===== src/rtl/lead_window_ctrl_pkg.sv =====
// Shared definitions for the leading-one window sequencer: FSM encoding and
// window geometry derived from the operand width.
package lead_window_ctrl_pkg;

    typedef enum logic [2:0] {
        S_IDLE = 3'd0,
        S_LOAD = 3'd1,
        S_SCAN = 3'd2,
        S_MULT = 3'd3,
        S_WAIT = 3'd4,
        S_DONE = 3'd5
    } state_t;

    localparam int SIZE_DEF        = 16;
    localparam int ADDRESSSIZE_DEF = 4;
    localparam int WIN             = SIZE_DEF / 2;
    localparam int FLOOR           = WIN - 1;

    function automatic int win_of(input int size);
        return size / 2;
    endfunction

    // Lowest address the scan may settle on; below it the window would fall off the operand.
    function automatic int floor_of(input int size);
        return win_of(size) - 1;
    endfunction

endpackage


===== src/rtl/lead_window_ctrl_scan.sv =====
// Per-operand leading-one search: address down-counter that stops on a set bit,
// on a previous lock, or at the window floor.
module lead_scan
    import lead_window_ctrl_pkg::*;
#(
    parameter int SIZE        = SIZE_DEF,
    parameter int ADDRESSSIZE = ADDRESSSIZE_DEF,
    parameter int FLOOR_ADDR  = floor_of(SIZE)
) (
    input  logic                   clk,
    input  logic                   rst,
    input  logic                   clear,
    input  logic                   enable,
    input  logic                   bit_in,
    output logic [ADDRESSSIZE-1:0] addr,
    output logic                   found
);

    localparam logic [ADDRESSSIZE-1:0] TOP_ADDR = ADDRESSSIZE'(SIZE - 1);
    localparam logic [ADDRESSSIZE-1:0] FLR_ADDR = ADDRESSSIZE'(FLOOR_ADDR);

    logic [ADDRESSSIZE-1:0] r_addr;
    logic                   r_lock;
    logic                   w_found;

    // Floor test sits ahead of the decrement, so the counter can never undershoot.
    assign w_found = r_lock | bit_in | (r_addr == FLR_ADDR);

    always_ff @(posedge clk or posedge rst) begin
        if (rst) begin
            r_addr <= TOP_ADDR;
            r_lock <= 1'b0;
        end else if (clear) begin
            r_addr <= TOP_ADDR;
            r_lock <= 1'b0;
        end else if (enable) begin
            if (w_found) begin
                r_lock <= 1'b1;
            end else begin
                r_addr <= r_addr - 1'b1;
            end
        end
    end

    assign addr  = r_addr;
    assign found = w_found;

endmodule


===== src/rtl/lead_window_ctrl.sv =====
// Sequencer for the two operand window registers: load, leading-one scan per
// operand, multiplier launch/wait, and export of locked addresses and shifts.
module lead_window_ctrl
    import lead_window_ctrl_pkg::*;
#(
    parameter int SIZE        = SIZE_DEF,
    parameter int ADDRESSSIZE = ADDRESSSIZE_DEF
) (
    input  logic                   clk,
    input  logic                   rst,
    input  logic                   start,
    input  logic                   bit_a,
    input  logic                   bit_b,
    input  logic                   mult_done,
    output logic                   load,
    output logic [ADDRESSSIZE-1:0] addr_a,
    output logic [ADDRESSSIZE-1:0] addr_b,
    output logic [ADDRESSSIZE-1:0] shift_a,
    output logic [ADDRESSSIZE-1:0] shift_b,
    output logic                   mult_go,
    output logic                   busy,
    output logic                   done
);

    localparam int                     FLOOR_ADDR = floor_of(SIZE);
    localparam logic [ADDRESSSIZE-1:0] TOP_ADDR   = ADDRESSSIZE'(SIZE - 1);

    state_t                 r_state;
    state_t                 w_state_next;
    logic                   w_clear;
    logic                   w_scan_en;
    logic                   w_found_a;
    logic                   w_found_b;
    logic                   w_both;
    logic [ADDRESSSIZE-1:0] r_shift_a;
    logic [ADDRESSSIZE-1:0] r_shift_b;

    // Addresses are re-armed on the IDLE->LOAD edge so they read SIZE-1 during LOAD
    // while the previous result stays visible throughout IDLE.
    assign w_clear   = (r_state == S_IDLE) && start;
    assign w_scan_en = (r_state == S_SCAN);
    assign w_both    = w_found_a & w_found_b;

    lead_scan #(
        .SIZE        (SIZE),
        .ADDRESSSIZE (ADDRESSSIZE),
        .FLOOR_ADDR  (FLOOR_ADDR)
    ) u_scan_a (
        .clk    (clk),
        .rst    (rst),
        .clear  (w_clear),
        .enable (w_scan_en),
        .bit_in (bit_a),
        .addr   (addr_a),
        .found  (w_found_a)
    );

    lead_scan #(
        .SIZE        (SIZE),
        .ADDRESSSIZE (ADDRESSSIZE),
        .FLOOR_ADDR  (FLOOR_ADDR)
    ) u_scan_b (
        .clk    (clk),
        .rst    (rst),
        .clear  (w_clear),
        .enable (w_scan_en),
        .bit_in (bit_b),
        .addr   (addr_b),
        .found  (w_found_b)
    );

    always_ff @(posedge clk or posedge rst) begin
        if (rst) begin
            r_state <= S_IDLE;
        end else begin
            r_state <= w_state_next;
        end
    end

    always_comb begin
        w_state_next = r_state;
        case (r_state)
            S_IDLE:  if (start) w_state_next = S_LOAD;
            S_LOAD:  w_state_next = S_SCAN;
            S_SCAN:  if (w_both) w_state_next = S_MULT;
            S_MULT:  w_state_next = S_WAIT;
            S_WAIT:  if (mult_done) w_state_next = S_DONE;
            S_DONE:  w_state_next = S_IDLE;
            default: w_state_next = S_IDLE;
        endcase
    end

    // Shifts are captured on the SCAN->MULT edge from the final (held) addresses.
    always_ff @(posedge clk or posedge rst) begin
        if (rst) begin
            r_shift_a <= '0;
            r_shift_b <= '0;
        end else if (w_scan_en && w_both) begin
            r_shift_a <= TOP_ADDR - addr_a;
            r_shift_b <= TOP_ADDR - addr_b;
        end
    end

    always_comb begin
        load    = 1'b0;
        mult_go = 1'b0;
        done    = 1'b0;
        busy    = 1'b1;
        case (r_state)
            S_IDLE:  busy    = 1'b0;
            S_LOAD:  load    = 1'b1;
            S_MULT:  mult_go = 1'b1;
            S_DONE:  done    = 1'b1;
            default: ;
        endcase
    end

    assign shift_a = r_shift_a;
    assign shift_b = r_shift_b;

endmodule


===== config.mk =====
export PLATFORM = sky130hd
export DESIGN_NAME = lead_window_ctrl
export DESIGN_NICKNAME = d
export VERILOG_FILES = /design/src/rtl/lead_window_ctrl_pkg.sv /design/src/rtl/lead_window_ctrl_scan.sv /design/src/rtl/lead_window_ctrl.sv
export SDC_FILE = /design/constraint.sdc
export NUM_CORES = 1
export LEC_CHECK = 0
export ABC_AREA = 1
export CAP_MARGIN = 30
export CORE_MARGIN = 5
export CORE_UTILIZATION = 55
export CTS_BUF_LIST = sky130_fd_sc_hd__clkbuf_4
export CTS_CLUSTER_SIZE = 28
export DETAILED_ROUTE_END_ITERATION = 16
export PLACE_DENSITY = 0.87
export RECOVER_POWER = 50
export SETUP_SLACK_MARGIN = 0.5
export SLEW_MARGIN = 15
export SYNTH_ARGS = -nofsm -noshare
export SYNTH_HDL_FRONTEND = slang
export SYNTH_SLANG_ARGS = --single-unit

===== constraint.sdc =====
create_clock -name clk -period 2.75 [get_ports clk]
set_clock_uncertainty 0.2 [all_clocks]
set_input_delay 0.4125 -clock clk [delete_from_list [all_inputs] [get_ports clk]]
set_output_delay 0.4125 -clock clk [all_outputs]
set_load 0.02 [all_outputs]

==> impl_summary.log <==
[metrics] outcome: finished, final reports clean
[metrics] Data required, critical path: 2.14 ns
[metrics] final WL: 2340 um
[metrics] Max VDD drop: 702 uV
[metrics] Final WS setup: 0.583 ns
[metrics] final cell count without fillers: 186
[metrics] count of endpoints failing setup in the final report: 0
[metrics] number of cell instances on the worst register-to-register path: 7
[metrics] Internal Power: 0.944 mW
[metrics] WS Path Type: flip-flop to output pin
[metrics] count of cell types in the netlist: 21
[metrics] cell area after placement: 0.00138 mm2
[metrics] ports placed on the boundary: 26
[metrics] number of placed cells counting well taps: 182
[metrics] most frequent standard cell in the layout excluding fill and tap cells: nand2_1
[metrics] Inserted Clock Buffers: 3
[metrics] GRT Residual Overflow: 0
[metrics] worst min-delay path category: flip-flop to flip-flop
[metrics] CP max stage cell: clkdlybuf4s50_1
[metrics] DR DRC count: 0
[metrics] horizontal extent of the die: 55.0 um
[metrics] CTS Hold Buffers Added: 0
[metrics] FILL cells: 172
[metrics] clock power share: 9.2%
[metrics] number of antenna repair diodes: 0
[metrics] clock insertion delay at the later pin of the skew report: 0.30 ns
[metrics] Die Area: 0.00303 mm2
[metrics] routed vias: 950
[metrics] number of warnings reported in the yosys synthesis log: 0
[metrics] area overhead of the layout relative to synthesis: 25.2%
[metrics] PwrDens: 1220 mW/mm2
[metrics] number of levels in the clock H-tree: 1
[metrics] Site Rows: 16
[metrics] fin crit period: 2.17 ns
[metrics] top library cells by usage in the layout, fill and taps aside: nand2_1 (38), clkdlybuf4s50_1 (21), nand3_1 (20)
[metrics] unrepaired setup endpoints after global routing: yes
[metrics] Max Freq: 461 MHz
[metrics] first-pass detailed-route iteration total: 5
[metrics] combinational fraction of design power: 54.1%
[metrics] placed wire-length estimate: 1780 um
[metrics] leakage dissipation: 0.707 nW
[metrics] list of cells traversed by the critical path: clkdlybuf4s50_1
[metrics] setup slack on the worst flop-to-flop path: 0.76 ns
[metrics] critical path peak fanout: 6
[metrics] aggregate global-route resource usage: 18.9%
[metrics] final instance area: 0.00140 mm2
[metrics] sequential share of the synthesized area: 48.0%
[metrics] clock-pin slew of the registers on the worst-case setup and hold paths: 0.11 ns
[metrics] Synthesized Nets: 142
[metrics] height of the die: 55.0 um
[metrics] via count normalized by instance count: 5.11
[metrics] switching component of the power: 0.760 mW
[metrics] number of pins with negative max-slew slack in the final report: 0
[metrics] setup fix buffers added after clock tree synthesis: 0
[metrics] area of the placeable core: 0.00194 mm2
[metrics] number of sinks driven by the clock tree: 21
[metrics] max-cap violation count: 0
[metrics] data arrival time at the worst-slack endpoint: 1.55 ns
[metrics] mean instance size in the synthesized netlist: 8.46 um2
[metrics] register share of total power: 36.7%
[metrics] number of violations reported at the end of detailed-routing iteration 0: 24
[metrics] endpoints failing hold: 0
[metrics] number of buffers and inverters on the critical path: 1
[metrics] flops & latches, synth: 21
[metrics] critical path endpoint category: output pin
[metrics] share of the core filled with cells: 72.0%
[metrics] Tcrit/Tclk final: 78.8%
[metrics] Setup TNS: 0 ns
[metrics] number of port buffers: 25
[metrics] fraction of layout cells with a size suffix above 1: 15.1%
[metrics] Placer Congestion: 0.722
[metrics] number of standard cells after synthesis: 132
[metrics] maximum buffer depth of the clock tree: 2
[metrics] Max transition margin: 49.3%
[metrics] Setup crit start kind: flip-flop
[metrics] area of the mapped netlist: 0.00112 mm2
[metrics] initial antenna violation count: 0
[metrics] cell at the root of the clock tree: clkbuf_4
[metrics] via count of the first global-routing pass: 933
[metrics] maximum number of pins on one net before global-route repair: 22
[metrics] global-route wire length before repair: 4000 um
[metrics] total stage count of the critical path: 1
[metrics] WHS Path Cells: 2
[metrics] Sw Share: 44.6%
[metrics] routed wire length per instance: 12.6 um
[metrics] clock tree from TritonCTS: done
[metrics] slowest stage delay, CP: 0.63 ns
[metrics] slew at the pin with the worst max-slew slack: 0.760 ns
[metrics] Starting Density: 57.5%
[metrics] pre-CTS worst setup slack: 0.777 ns
[metrics] antenna violation net count after detailed routing: 0
[metrics] crit-path leading delay family: buffers and inverters
[metrics] count of nets after finishing: 170
## worst min-delay path, stage by stage, from the launching register on
cell	delay (ns)
dfrtp_1	0.36
nand2_1	0.06
o21ai_2	0.04
## cell usage after synthesis
cell type	number	area share, %
xnor2_1	2	1.6
nand2_1	38	13
nor3_1	2	0.90
dfstp_2	8	19
nor2_2	1	0.56
dfrtp_1	13	29
inv_1	15	5.0
buf_6	1	1.0
buf_4	1	0.67
nor2_1	9	3.0
nand3_2	1	0.90
nand2_2	1	0.56
inv_2	1	0.34
or2_2	1	0.56
o21ai_2	8	6.3
a21oi_1	3	1.3
nor2_4	1	1.0
nand3_1	19	8.5
o21ai_0	2	0.90
nand3_4	1	1.6
ha_1	4	4.5
## state kept, by name, summed over array words and instances, names as in the netlist
register         flops
r_state              3
u_scan_b.r_lock      1
u_scan_b.addr        4
u_scan_a.r_lock      1
shift_b              4
u_scan_a.addr        4
shift_a              4
## layer usage
layer  part of all wire (%)  wire [um]  GRT usage [%]  up-vias
met5                      0          0              0        -
met4                    2.4         57           10.1        0
met3                    5.3        124           3.49        7
met2                     49       1160           33.5       32
met1                     43        999           21.3      434
li1                       -          -              -      477
## per-stage QoR
stage               hold slack [ns]  power [mW]
global placement              0.264        1.54
CTS                           0.296        1.75
detailed placement            0.268        1.58
global route                  0.310        1.85
floorplan                     0.183        1.22
finish                        0.290        1.70
## path summary, 6_finish.rpt
path / end / from
max in group asynchronous: r_state[0]$_DFFE_PP0P_ / rst
worst max-delay path: addr_a[1] / u_scan_a.addr[1]$_DFFE_PP1P_
worst max register to register: u_scan_a.addr[3]$_DFFE_PP1P_ / r_state[2]$_DFFE_PP0P_
min in group asynchronous: shift_b[3]$_DFFE_PP0P_ / rst
worst min-delay path: shift_b[0]$_DFFE_PP0P_ / shift_b[0]$_DFFE_PP0P_
worst min register to register: shift_b[0]$_DFFE_PP0P_ / shift_b[0]$_DFFE_PP0P_
## power groups by stage
stage | clock (mW) | combinational (mW) | sequential, mW
floorplan | 0 | 0.483 | 0.741
global placement | 0 | 0.911 | 0.625
detailed placement | 0 | 0.948 | 0.637
CTS | 0.162 | 0.948 | 0.635
global route | 0.180 | 1.02 | 0.650
finish | 0.157 | 0.921 | 0.625
## cells by family (layout without fill, tap and decap cells)
logic type                 count (synthesis)  after routing  synth area share [%]
AOI/OAI and AO/OA                         13             13                  8.52
adders and majority gates                  4              4                  4.48
xor gates and xnor gates                   2              2                  1.57
buffers and inverters                     18             45                  7.06
DFF                                       21             21                  48.0
and+or+nand+nor                           74             74                  30.4
## cell type report
class	instances	area, um2	area share [%]
tap	27	33.8	2.42
multi-input combinational	93	487	34.8
timing repair buffer	25	250	17.9
inverter	16	60.1	4.30
sequential	21	537	38.4
clock buffer	4	30.0	2.15
## timing repair
item	4_1_cts	5_1_grt
pin swaps	0	0
endpoints found under the setup margin	3	2
cloned	0	0
gates resized for setup	3	3
No activity file was read; power rests on OpenSTA's default activity.
